`config.mk`:
```
export PLATFORM = sky130hd
export DESIGN_NAME = regfile_sb
export DESIGN_NICKNAME = d
export VERILOG_FILES = /design/src/rtl/regfile_sb.sv
export SDC_FILE = /design/constraint.sdc
export NUM_CORES = 1
export LEC_CHECK = 0
export ABC_CLOCK_PERIOD_IN_PS = 2880
export BUFFER_PORTS_ARGS = -buffer_cell sky130_fd_sc_hd__clkbuf_2
export CAP_MARGIN = 10
export CORE_UTILIZATION = 60
export DETAILED_ROUTE_END_ITERATION = 7
export GPL_ROUTABILITY_DRIVEN = 0
export PLACE_DENSITY = 0.81
export RECOVER_POWER = 50
export SETUP_SLACK_MARGIN = 0.3
export SLEW_MARGIN = 40
export SYNTH_ARGS = -nofsm -noshare
export SYNTH_HDL_FRONTEND = slang
export SYNTH_SLANG_ARGS = --single-unit
```
`constraint.sdc`:
```
create_clock -name clk -period 2.88 [get_ports clk]
set_clock_uncertainty 0.15 [all_clocks]
set_input_delay 0.144 -clock clk [delete_from_list [all_inputs] [get_ports clk]]
set_output_delay 0.144 -clock clk [all_outputs]
set_load 0.02 [all_outputs]
```
`src/rtl/regfile_sb.sv`:
```
// Parametrised multi-read register file with hardwired-zero R0, optional
// write-to-read bypass and a per-register pending scoreboard for RAW hazards.
module regfile_sb #(
  parameter int DATA_WIDTH = 8,
  parameter int ADDR_WIDTH = 3,
  parameter int NUM_READ   = 2,
  parameter int BYPASS     = 1
) (
  input  logic                           clk,
  input  logic                           rst_n,
  input  logic [NUM_READ*ADDR_WIDTH-1:0] rd_addr,
  output logic [NUM_READ*DATA_WIDTH-1:0] rd_data,
  output logic [NUM_READ-1:0]            rd_busy,
  input  logic                           wr_en,
  input  logic [ADDR_WIDTH-1:0]          wr_addr,
  input  logic [DATA_WIDTH-1:0]          wr_data,
  input  logic                           rsv_en,
  input  logic [ADDR_WIDTH-1:0]          rsv_addr,
  output logic [ADDR_WIDTH:0]            pend_cnt
);

  localparam int DEPTH = 2 ** ADDR_WIDTH;
  localparam logic [ADDR_WIDTH:0] CNT_ONE = (ADDR_WIDTH + 1)'(1);

  logic [DATA_WIDTH-1:0] regs [DEPTH];
  logic [DEPTH-1:0]      pend;
  logic [DEPTH-1:0]      pend_nxt;
  logic [ADDR_WIDTH:0]   cnt;

  logic set_req;
  logic clr_req;
  logic cnt_up;
  logic cnt_dn;

  // Moves the pending count by the net bit transition, so it never wraps.
  function automatic logic [ADDR_WIDTH:0] cnt_step(
    input logic [ADDR_WIDTH:0] c,
    input logic                up,
    input logic                dn
  );
    logic [ADDR_WIDTH:0] r;
    r = c;
    if (up && !dn)
      r = c + CNT_ONE;
    else if (dn && !up)
      r = c - CNT_ONE;
    return r;
  endfunction

  assign set_req = rsv_en && (rsv_addr != '0);
  assign clr_req = wr_en && (wr_addr != '0);

  // A reservation on the same index as a write wins, so no decrement then.
  assign cnt_up = set_req && !pend[rsv_addr];
  assign cnt_dn = clr_req && pend[wr_addr] && !(set_req && (rsv_addr == wr_addr));

  always_comb begin
    pend_nxt = pend;
    if (clr_req)
      pend_nxt[wr_addr] = 1'b0;
    if (set_req)
      pend_nxt[rsv_addr] = 1'b1;
  end

  always_ff @(posedge clk) begin
    if (!rst_n) begin
      for (int i = 0; i < DEPTH; i++)
        regs[i] <= '0;
    end else if (clr_req) begin
      regs[wr_addr] <= wr_data;
    end
  end

  always_ff @(posedge clk) begin
    if (!rst_n) begin
      pend <= '0;
      cnt  <= '0;
    end else begin
      pend <= pend_nxt;
      cnt  <= cnt_step(cnt, cnt_up, cnt_dn);
    end
  end

  assign pend_cnt = cnt;

  for (genvar k = 0; k < NUM_READ; k++) begin : g_rd
    logic [ADDR_WIDTH-1:0] a;
    logic                  byp;

    assign a   = rd_addr[k*ADDR_WIDTH +: ADDR_WIDTH];
    assign byp = (BYPASS != 0) && wr_en && (wr_addr == a);

    assign rd_data[k*DATA_WIDTH +: DATA_WIDTH] = (a == '0) ? '0 :
                                                 byp        ? wr_data :
                                                              regs[a];
    assign rd_busy[k] = (a != '0) && pend[a] && !byp;
  end

endmodule

```
==> flow_summary.json, run 1 <==
{
  "nFillCells": 511,
  "rsz0062_at_grt": "no",
  "antenna_left": 0,
  "synth_top_area_cell": "edfxtp_1",
  "htree_levels": 3,
  "fin_nets": 433,
  "clk_pin_slew_ns": 0.08,
  "drtPass1Iterations": 5,
  "multiInputGateArea_um2": 2280,
  "power.density_nw_per_um2": 528,
  "ys_seq_area_frac": 0.469,
  "grt_pass1_vias": 3207,
  "yosysUniqueCellTypes": 45,
  "ctsRootBufferMaster": "clkbuf_8",
  "die_area_um2": 8030,
  "ir_worst_vdd_uv": 394,
  "dr_wl_met3_um": 898,
  "fin_crit_ns": 2.43,
  "io_buffers": 45,
  "slew_viol_final": 0,
  "fin_crit_sh": 0.842,
  "relSlewSlack": 0.337,
  "p_total_mw": 2.73,
  "post_layout_nonfiller_instances": 509,
  "status": "completed",
  "wl_per_cell_um": 21.5,
  "post-place-ws_ns": 0.222,
  "worstSetupStartpointType": "flop",
  "synthFlopType": "edfxtp_1",
  "wl_met1_mm": 4.02,
  "cts_num_sinks": 76,
  "synth-seq-cells": 76,
  "max-cap-violations": 0,
  "core_um2": 7330,
  "async_reset_ff_frac": 0,
  "required_ns": 2.97,
  "drtIter0Drc": 266,
  "placed_area_um2": 4970,
  "synth_top_area_share": 0.417,
  "cts_setup_buffers": 0,
  "yosysWarnings": 0,
  "crit_fanout": 5,
  "setup_viol": 0,
  "insertion_delay_ns": 0.35,
  "hold_class": "in2reg",
  "cts-buffers-inserted": 9,
  "hold_ws_ns": 0.0308,
  "die_h_um": 89.6,
  "max_freq_ghz": 0.412,
  "viasPerCell": 6.37,
  "cp-end-kind": "flop",
  "wl_met2_mm": 5.62,
  "tns_ns": 0,
  "cts_tree": "built",
  "finalWorstSetupSlack_ns": 0.454,
  "synthTopCellsByArea": "edfxtp_1 42%, mux4_2 13%, and2_1 7.7%",
  "clk_path_buf_depth": 2,
  "maxUsedRoutingLayer": "met4",
  "register_area_um2": 2160,
  "io_pins": 46,
  "grt-ovfl-total": 0,
  "syn_area_um2": 4610,
  "tightest_slew_ns": 0.984,
  "remaining_drc_errors": 0,
  "synth_edf_count": 64,
  "vias": 3240,
  "syn_avg_cell_area_um2": 13.5,
  "dp.final_hpwl_mm": 7.66,
  "start_util": 0.628,
  "n_antenna_cell": 0,
  "layout-drive-gt1-share": 0.259,
  "cp.arrival_ns": 2.51,
  "drt_wl_total_mm": 10.9,
  "design_area_um2": 5180,
  "area_growth_pct": 12.4,
  "yosysMostFrequentCell": "edfxtp_1",
  "placedCellCount": 491,
  "synthCells": 340,
  "grt_usage": 0.301,
  "die_x_um": 89.6,
  "antenna_found_initial": 0,
  "synth_common_cells": "64 x edfxtp_1, 57 x and2_1, 27 x mux4_2",
  "utilization": 0.706,
  "grt_pass1_wl_mm": 16.6,
  "rows": 31,
  "worstSetupPathType": "reg2reg",
  "grt_max_degree": 18,
  "hold_viol": 0,
  "leakagePower_nw": 1.94
}
## registers in the layout, indices dropped and copies added (netlist names)
name and cells:
regs 64, pend_cnt 4, pend 8
## where the power goes
group | total, mW | switching [mW] | internal [mW]
Combinational | 0.536 | 0.302 | 0.235
Sequential | 1.32 | 0.0495 | 1.27
Clock | 0.877 | 0.392 | 0.485
## what timing repair did
action / 4_1_cts / 5_1_grt
hold buffers: 2 / 0
resized for setup: 3 / 2
endpoints found under the setup margin: 1 / 2
pin swaps: 0 / 2
gates cloned: 0 / 0
endpoints found under the hold margin: 1 / 0
## final timing paths
path	startpoint	endpoint	slack [ns]	depth (start not counted)
worst max-delay path	pend[7]	pend_cnt[3]	0.45	9
worst min-delay path	rsv_addr[2]	pend[6]	0.03	3
worst max register to register	pend[7]	pend_cnt[3]	0.45	9
worst min register to register	pend_cnt[3]	pend_cnt[3]	0.33	2
## metal layers
layer / track usage / up-vias
met3: 0.0530 / 35
met2: 0.521 / 185
met1: 0.363 / 1584
met5: 0 / -
li1: - / 1436
met4: 0.153 / 0
## cell usage in the layout, fill, tap and decap left out, drive strengths merged, types with 2 or more instances in the layout
cell | synthesis | routed
o22ai | 7 | 7
nor3 | 5 | 5
o21ai | 6 | 6
buf | 16 | 10
dfxtp | 12 | 12
nand2 | 6 | 6
xnor2 | 9 | 9
clkinv | 0 | 3
dlygate4sd3 | 0 | 2
a211oi | 20 | 20
nand2b | 6 | 6
clkbuf | 4 | 64
and2 | 57 | 57
nand4 | 2 | 2
conb | 1 | 8
nor2 | 27 | 27
bufinv | 0 | 2
mux2i | 23 | 23
o211ai | 2 | 2
mux4 | 37 | 37
inv | 12 | 13
a21oi | 3 | 3
nand3 | 4 | 4
edfxtp | 64 | 64
ha | 3 | 3
## logic make-up (layout without fill, tap and decap cells)
kind of cell	count (synthesis)	in the layout	share of synthesized area
simple gates	113	113	0.146
flops	76	76	0.469
mux	61	61	0.242
compound gates	43	43	0.0636
buf+inv	32	95	0.0443
xor+xnor	10	10	0.0223
fa+ha+maj	4	4	0.0125
other cells	1	8	0.000814
## final cells by class
type | instances | area share
Multi-Input combinational cell | 239 | 0.441
Clock inverter | 7 | 0.0174
Sequential cell | 76 | 0.417
Inverter | 12 | 0.00870
Tap cell | 99 | 0.0239
Clock buffer | 9 | 0.0239
Timing Repair Buffer | 67 | 0.0674
## worst max-delay path, cell delays in order, from the launching register on
cell,delay (ns)
dfxtp_1,0.36
mux4_2,0.50
a211oi_2,0.21
ha_2,0.23
inv_2,0.07
ha_4,0.28
nand3_1,0.09
a211oi_1,0.22
a31oi_1,0.08
mux2i_1,0.13
(Power assumes the default switching activity.)
==> run 2: changes to the inputs <==
ABC_AREA = 1   (was unset)
ABC_CLOCK_PERIOD_IN_PS = 2050   (was 2880)
CORE_UTILIZATION = 55   (was 60)
PLACE_DENSITY = 0.78   (was 0.81)
clock period = 2.05 ns   (was 2.88 ns; I/O delays follow)
==> run 2 against run 1 <==
Compared with the run above:
- the flow now finishes with violations (DRC, setup timing)
- flip-flop and latch count unchanged
- clock power increased by 43%
- utilization decreased by 1.7 points
- synthesized cell count increased by 110%
- synthesized area increased by 9.9%
- total power increased by 49%
- worst setup slack got worse by 0.46 ns
- maximum frequency increased by 18%
- sequential power increased by 39%
- worst hold slack got worse by 0.0047 ns
- final area increased by 17%
- critical path depth increased by 4
- critical endpoint unchanged
- largest power group unchanged
- highest routed layer unchanged
==> flow_summary.json, run 2 <==
{
  "clk_path_buf_depth": 2,
  "ir_worst_vdd_uv": 456,
  "dp.final_hpwl_mm": 10.5,
  "multiInputGateArea_um2": 2660,
  "antenna_found_initial": 0,
  "die_x_um": 98.0,
  "n_antenna_cell": 0,
  "die_area_um2": 9590,
  "placedCellCount": 871,
  "mostFrequentLayoutCells": "265 x nand2_1, 108 x nor2_1, 88 x nand3_1",
  "rsz0062_at_grt": "yes",
  "required_ns": 2.20,
  "cts_tree": "built",
  "synth_edf_count": 64,
  "worstSetupPathType": "reg2reg",
  "grt-ovfl-total": 0,
  "cp.arrival_ns": 2.21,
  "antenna_left": 0,
  "clk_pin_slew_ns": 0.09,
  "holdPathStages": 5,
  "ctsRootBufferMaster": "clkbuf_8",
  "register_area_um2": 2180,
  "relSlewSlack": 0.664,
  "ys_seq_area_frac": 0.427,
  "max_freq_ghz": 0.487,
  "die_h_um": 98.0,
  "synth_top_area_cell": "edfxtp_1",
  "final_common_cell": "nand2_1",
  "tns_ns": -0.00262,
  "fin_crit_sh": 1.00,
  "synth-seq-cells": 76,
  "synthCells": 712,
  "cp-end-kind": "flop",
  "status": "finished, violations left",
  "yosysWarnings": 0,
  "hold_viol": 0,
  "yosysUniqueCellTypes": 35,
  "max-cap-violations": 0,
  "vias": 5277,
  "rr_startpoint": "pend[1]",
  "io_pins": 46,
  "start_util": 0.575,
  "holdPathEnd": "pend[6]",
  "grt_pass1_wl_mm": 24.3,
  "layout-drive-gt1-share": 0.235,
  "tightest_slew_ns": 0.503,
  "area_growth_pct": 19.9,
  "top_register": "regs",
  "hold_class": "in2reg",
  "drtPass1Iterations": 8,
  "io_buffers": 45,
  "insertion_delay_ns": 0.36,
  "finalWorstSetupSlack_ns": -0.00262,
  "viasPerCell": 5.82,
  "wl_per_cell_um": 17.3,
  "p_total_mw": 4.09,
  "synthFlopType": "edfxtp_1",
  "drtIter0Drc": 512,
  "htree_levels": 3,
  "cts_num_sinks": 76,
  "slew_viol_final": 0,
  "grt_pass1_vias": 5072,
  "post_layout_nonfiller_instances": 907,
  "synthTopCellsByArea": "edfxtp_1 38%, nand2_1 20%, nand3_1 9.5%",
  "worstRegToRegCells": 13,
  "grt_max_degree": 41,
  "synth_common_cells": "274 x nand2_1, 112 x nor2_1, 96 x nand3_1",
  "largest_register_ffs": 64,
  "setup_viol": 1,
  "violations": "DRC, setup timing",
  "utilization": 0.689,
  "fin_crit_ns": 2.05,
  "core_um2": 8810,
  "rows": 34,
  "synth_top_area_share": 0.380,
  "leakagePower_nw": 2.96,
  "crit_fanout": 4,
  "remaining_drc_errors": 4,
  "syn_avg_cell_area_um2": 7.11,
  "grt_usage": 0.330,
  "worstHoldStart": "rsv_en",
  "reg2reg_to": "pend_cnt[3]",
  "async_reset_ff_frac": 0,
  "syn_area_um2": 5060,
  "fin_nets": 822,
  "nFillCells": 720,
  "reg2reg_slack_ns": -0.003,
  "worstSetupStartpointType": "flop",
  "yosysMostFrequentCell": "nand2_1",
  "worstSetupStartpoint": "pend[1]",
  "cts-buffers-inserted": 9,
  "drt_wl_total_mm": 15.7,
  "power.density_nw_per_um2": 673
}
-- run 2: changes by cell type after synthesis, sizes merged, moves of 26 or more --
| cell | change |
|---|---|
| nand2 | +280 |
| nand3 | +100 |
| nor2 | +97 |
| and2 | -57 |
| mux4 | -37 |
| inv | +26 |
-- run 2: metal layers --
metal,share of wire,global-route usage,vias to the layer above
met1,0.37,0.410,2440
met4,0.032,0.177,0
met2,0.49,0.556,339
li1,-,-,2446
met5,0,0,-
met3,0.10,0.0480,52
-- run 2: worst max-delay path by stage --
stage / to / cells after the start
global route: pend_cnt[3] / 15
global placement: pend_cnt[3] / 16
detailed placement: pend_cnt[2] / 11
finish: pend_cnt[3] / 13
floorplan: pend_cnt[3] / 16
CTS: pend_cnt[3] / 16
-- run 2: power by group --
group,leakage [nW],switching (mW),internal (mW)
Combinational,2.14,0.645,0.346
Sequential,0.717,0.0663,1.78
Clock,0.107,0.577,0.676
Total,2.96,1.29,2.80
-- run 2: metrics by stage --
stage	setup WS (ns)	hold WS, ns	area, µm²
2_1_floorplan	0.165	0.0939	5120
3_3_place_gp	0.0407	0.213	5540
3_5_place_dp	-0.0436	0.229	5540
4_1_cts	0.00696	0.000229	5890
5_1_grt	-0.156	0.0440	6070
6_report	-0.00262	0.0261	6070
-- run 2: layout make-up --
cell class,instances,share of cell area
tap,108,0.0223
clock buffer,10,0.0210
multi-input combinational,565,0.438
clock inverter,6,0.0130
inverter,46,0.0324
timing repair buffer,96,0.114
sequential,76,0.359
-- run 2: logic make-up after synthesis --
family / count (synthesis) / synth area share
and+or+nand+nor: 525 / 0.452
buffers and inverters: 78 / 0.0761
DFF: 76 / 0.427
AOI/OAI and AO/OA: 25 / 0.0272
adders and majority gates: 4 / 0.0114
xor gates and xnor gates: 3 / 0.00519
other: 1 / 0.000741
-- run 2: worst max-delay path, cell delays in order, from the launching register on --
cell and delay (ns):
dfxtp_4 0.36, buf_4 0.14, nand2_1 0.09, nand3_1 0.11, nor2_2 0.17, ha_4 0.17
inv_4 0.05, ha_4 0.21, or2_4 0.23, nand2_2 0.05, nand2_1 0.04, nand2_1 0.05
nand2_1 0.06, a21oi_2 0.11
-- run 2: timing repair --
item,4_1_cts,5_1_grt
resized for setup,8,55
setup endpoints to repair,7,21
cloned,0,0
buffers inserted,8,6
hold buffers,6,0
pin swaps,12,27
hold endpoints to repair,4,0
==> run 3: changes to the inputs <==
REMOVE_ABC_BUFFERS = 1   (was unset)
==> run 3 against run 2 <==
Compared with the run above:
- the flow still finishes with violations (DRC, setup timing)
- sequential share of layout area shrank 0.74 points
- combinational power is essentially flat
- cell count grew 1.5%
- clock power shrank 9.6%
- via count grew 0.21%
- sequential power is essentially flat
- die area is the same
- flip-flop and latch count is the same
- wire length shrank 2.0%
- count of clock-buffer cells in the layout grew 2
- critical endpoint is now pend_cnt[2]
- largest cell class unchanged
==> flow_summary.json, run 3 (synthesis gave the netlist of run 2 again) <==
{
  "cts_tree": "built",
  "leakagePower_nw": 3.04,
  "clk_path_buf_depth": 2,
  "largest_register_ffs": 64,
  "mostFrequentLayoutCells": "266 x nand2_1, 107 x nor2_1, 88 x nand3_1",
  "worstSetupPathType": "reg2reg",
  "pwr-share-comb": 0.254,
  "top_register": "regs",
  "max-cap-violations": 0,
  "slowest_delay_ns": 0.35,
  "cp.arrival_ns": 2.18,
  "ir_worst_vdd_uv": 368,
  "p_seq_frac": 0.462,
  "placedCellCount": 890,
  "post_layout_nonfiller_instances": 921,
  "die_area_um2": 9590,
  "remaining_drc_errors": 6,
  "core_um2": 8810,
  "fin_crit_ns": 2.07,
  "final_common_cell": "nand2_1",
  "hold_ws_ns": 0.0189,
  "dp.final_hpwl_mm": 10.4,
  "tns_ns": -0.0244,
  "drtPass1Iterations": 7,
  "p_switching_mw": 1.28,
  "grt_pass1_vias": 5096,
  "antenna_found_initial": 0,
  "die_h_um": 98.0,
  "drt_wl_total_mm": 15.3,
  "crit_fanout": 3,
  "worstPathCellList": "inv_2 > nand2_1 > o211ai_1 > nand3_1 > nor2_1 > ha_2 > inv_2 > buf_6 > fa_2 > xor2_1 > o21ai_1 > inv_1",
  "p_sw_frac": 0.321,
  "grt_pass1_wl_mm": 24.4,
  "power.density_nw_per_um2": 645,
  "rows": 34,
  "crit_top_cell": "inv_2",
  "cp_slowest_cell": "fa_2",
  "hold_viol": 0,
  "fin_nets": 836,
  "pwr-share-clk": 0.284,
  "layout-drive-gt1-share": 0.250,
  "rsz0062_at_grt": "yes",
  "ctsRootBufferMaster": "clkbuf_8",
  "wl_per_cell_um": 16.7,
  "slew_viol_final": 0,
  "antenna_left": 0,
  "cp-end-kind": "flop",
  "grt_max_degree": 39,
  "status": "finished, violations left",
  "start_util": 0.575,
  "worstSetupStartpoint": "pend[5]",
  "hold_class": "in2reg",
  "die_x_um": 98.0,
  "io_pins": 46,
  "max_freq_ghz": 0.483,
  "crit_buf_inv": 4,
  "finalWorstSetupSlack_ns": -0.0225,
  "p_int_mw": 2.71,
  "grt-ovfl-total": 0,
  "rr_startpoint": "pend[5]",
  "vias": 5288,
  "worstHoldStart": "rsv_en",
  "viasPerCell": 5.74,
  "post-place-ws_ns": -0.152,
  "area_growth_pct": 22.1,
  "cts-buffers-inserted": 9,
  "cts_num_sinks": 76,
  "grt_usage": 0.329,
  "n_antenna_cell": 0,
  "clk_pin_slew_ns": 0.08,
  "violations": "DRC, setup timing",
  "insertion_delay_ns": 0.36,
  "io_buffers": 45,
  "critical-path-top-delay-family": "adder cells",
  "utilization": 0.702,
  "required_ns": 2.16,
  "worstSetupStartpointType": "flop",
  "htree_levels": 3,
  "fin_crit_sh": 1.01,
  "setup_viol": 2,
  "drtIter0Drc": 409
}
==> run 3: power by group through the flow <==
| stage | sequential [mW] | combinational [mW] | clock [mW] |
|---|---|---|---|
| final | 1.84 | 1.01 | 1.13 |
| after global placement | 1.87 | 0.870 | 0 |
| after floorplan | 1.87 | 0.517 | 0 |
| after CTS | 1.84 | 0.927 | 1.14 |
| after detailed placement | 1.87 | 0.896 | 0 |
| after global routing | 1.86 | 1.10 | 1.21 |
==> run 3: per-layer routing <==
| metal | GRT usage | wire [µm] | vias up |
|---|---|---|---|
| met2 | 0.560 | 7210 | 329 |
| met5 | 0 | 0 | - |
| met4 | 0.181 | 728 | 0 |
| met1 | 0.403 | 5840 | 2421 |
| met3 | 0.0480 | 1570 | 69 |
| li1 | - | - | 2469 |
==> run 3: tightest hold or removal path: cells and delay by family <==
kind / cells / cell delay (ns)
buf+inv: 2 / 0.21
simple gates: 3 / 0.19
==> run 3: worst paths after layout <==
path	slack, ns	depth (start not counted)	to
max	-0.02	12	pend_cnt[2]
min	0.02	5	pend[5]
max reg2reg	-0.02	12	pend_cnt[2]
min reg2reg	0.28	2	pend[0]
==> run 3: what timing repair did <==
action,in CTS,in global routing
setup buffers,2,7
endpoints found under the setup margin,5,17
pin swaps,11,24
gates resized for setup,26,56
cloned,0,0
hold buffers,6,0
hold endpoints to repair,5,0
==> run 3: area by class of cell <==
type	instances	area (µm²)
sequential	76	2170
clock buffer	12	135
clock inverter	4	51.3
timing repair buffer	110	818
multi-input combinational	565	2690
fill	722	2620
tap	108	135
inverter	46	188
==> run 3: through the flow <==
step	area [µm²]	power, mW
3_5_place_dp	5670	2.77
3_3_place_gp	5670	2.74
5_1_grt	6180	4.17
4_1_cts	5980	3.90
6_report	6180	3.99
2_1_floorplan	4890	2.39
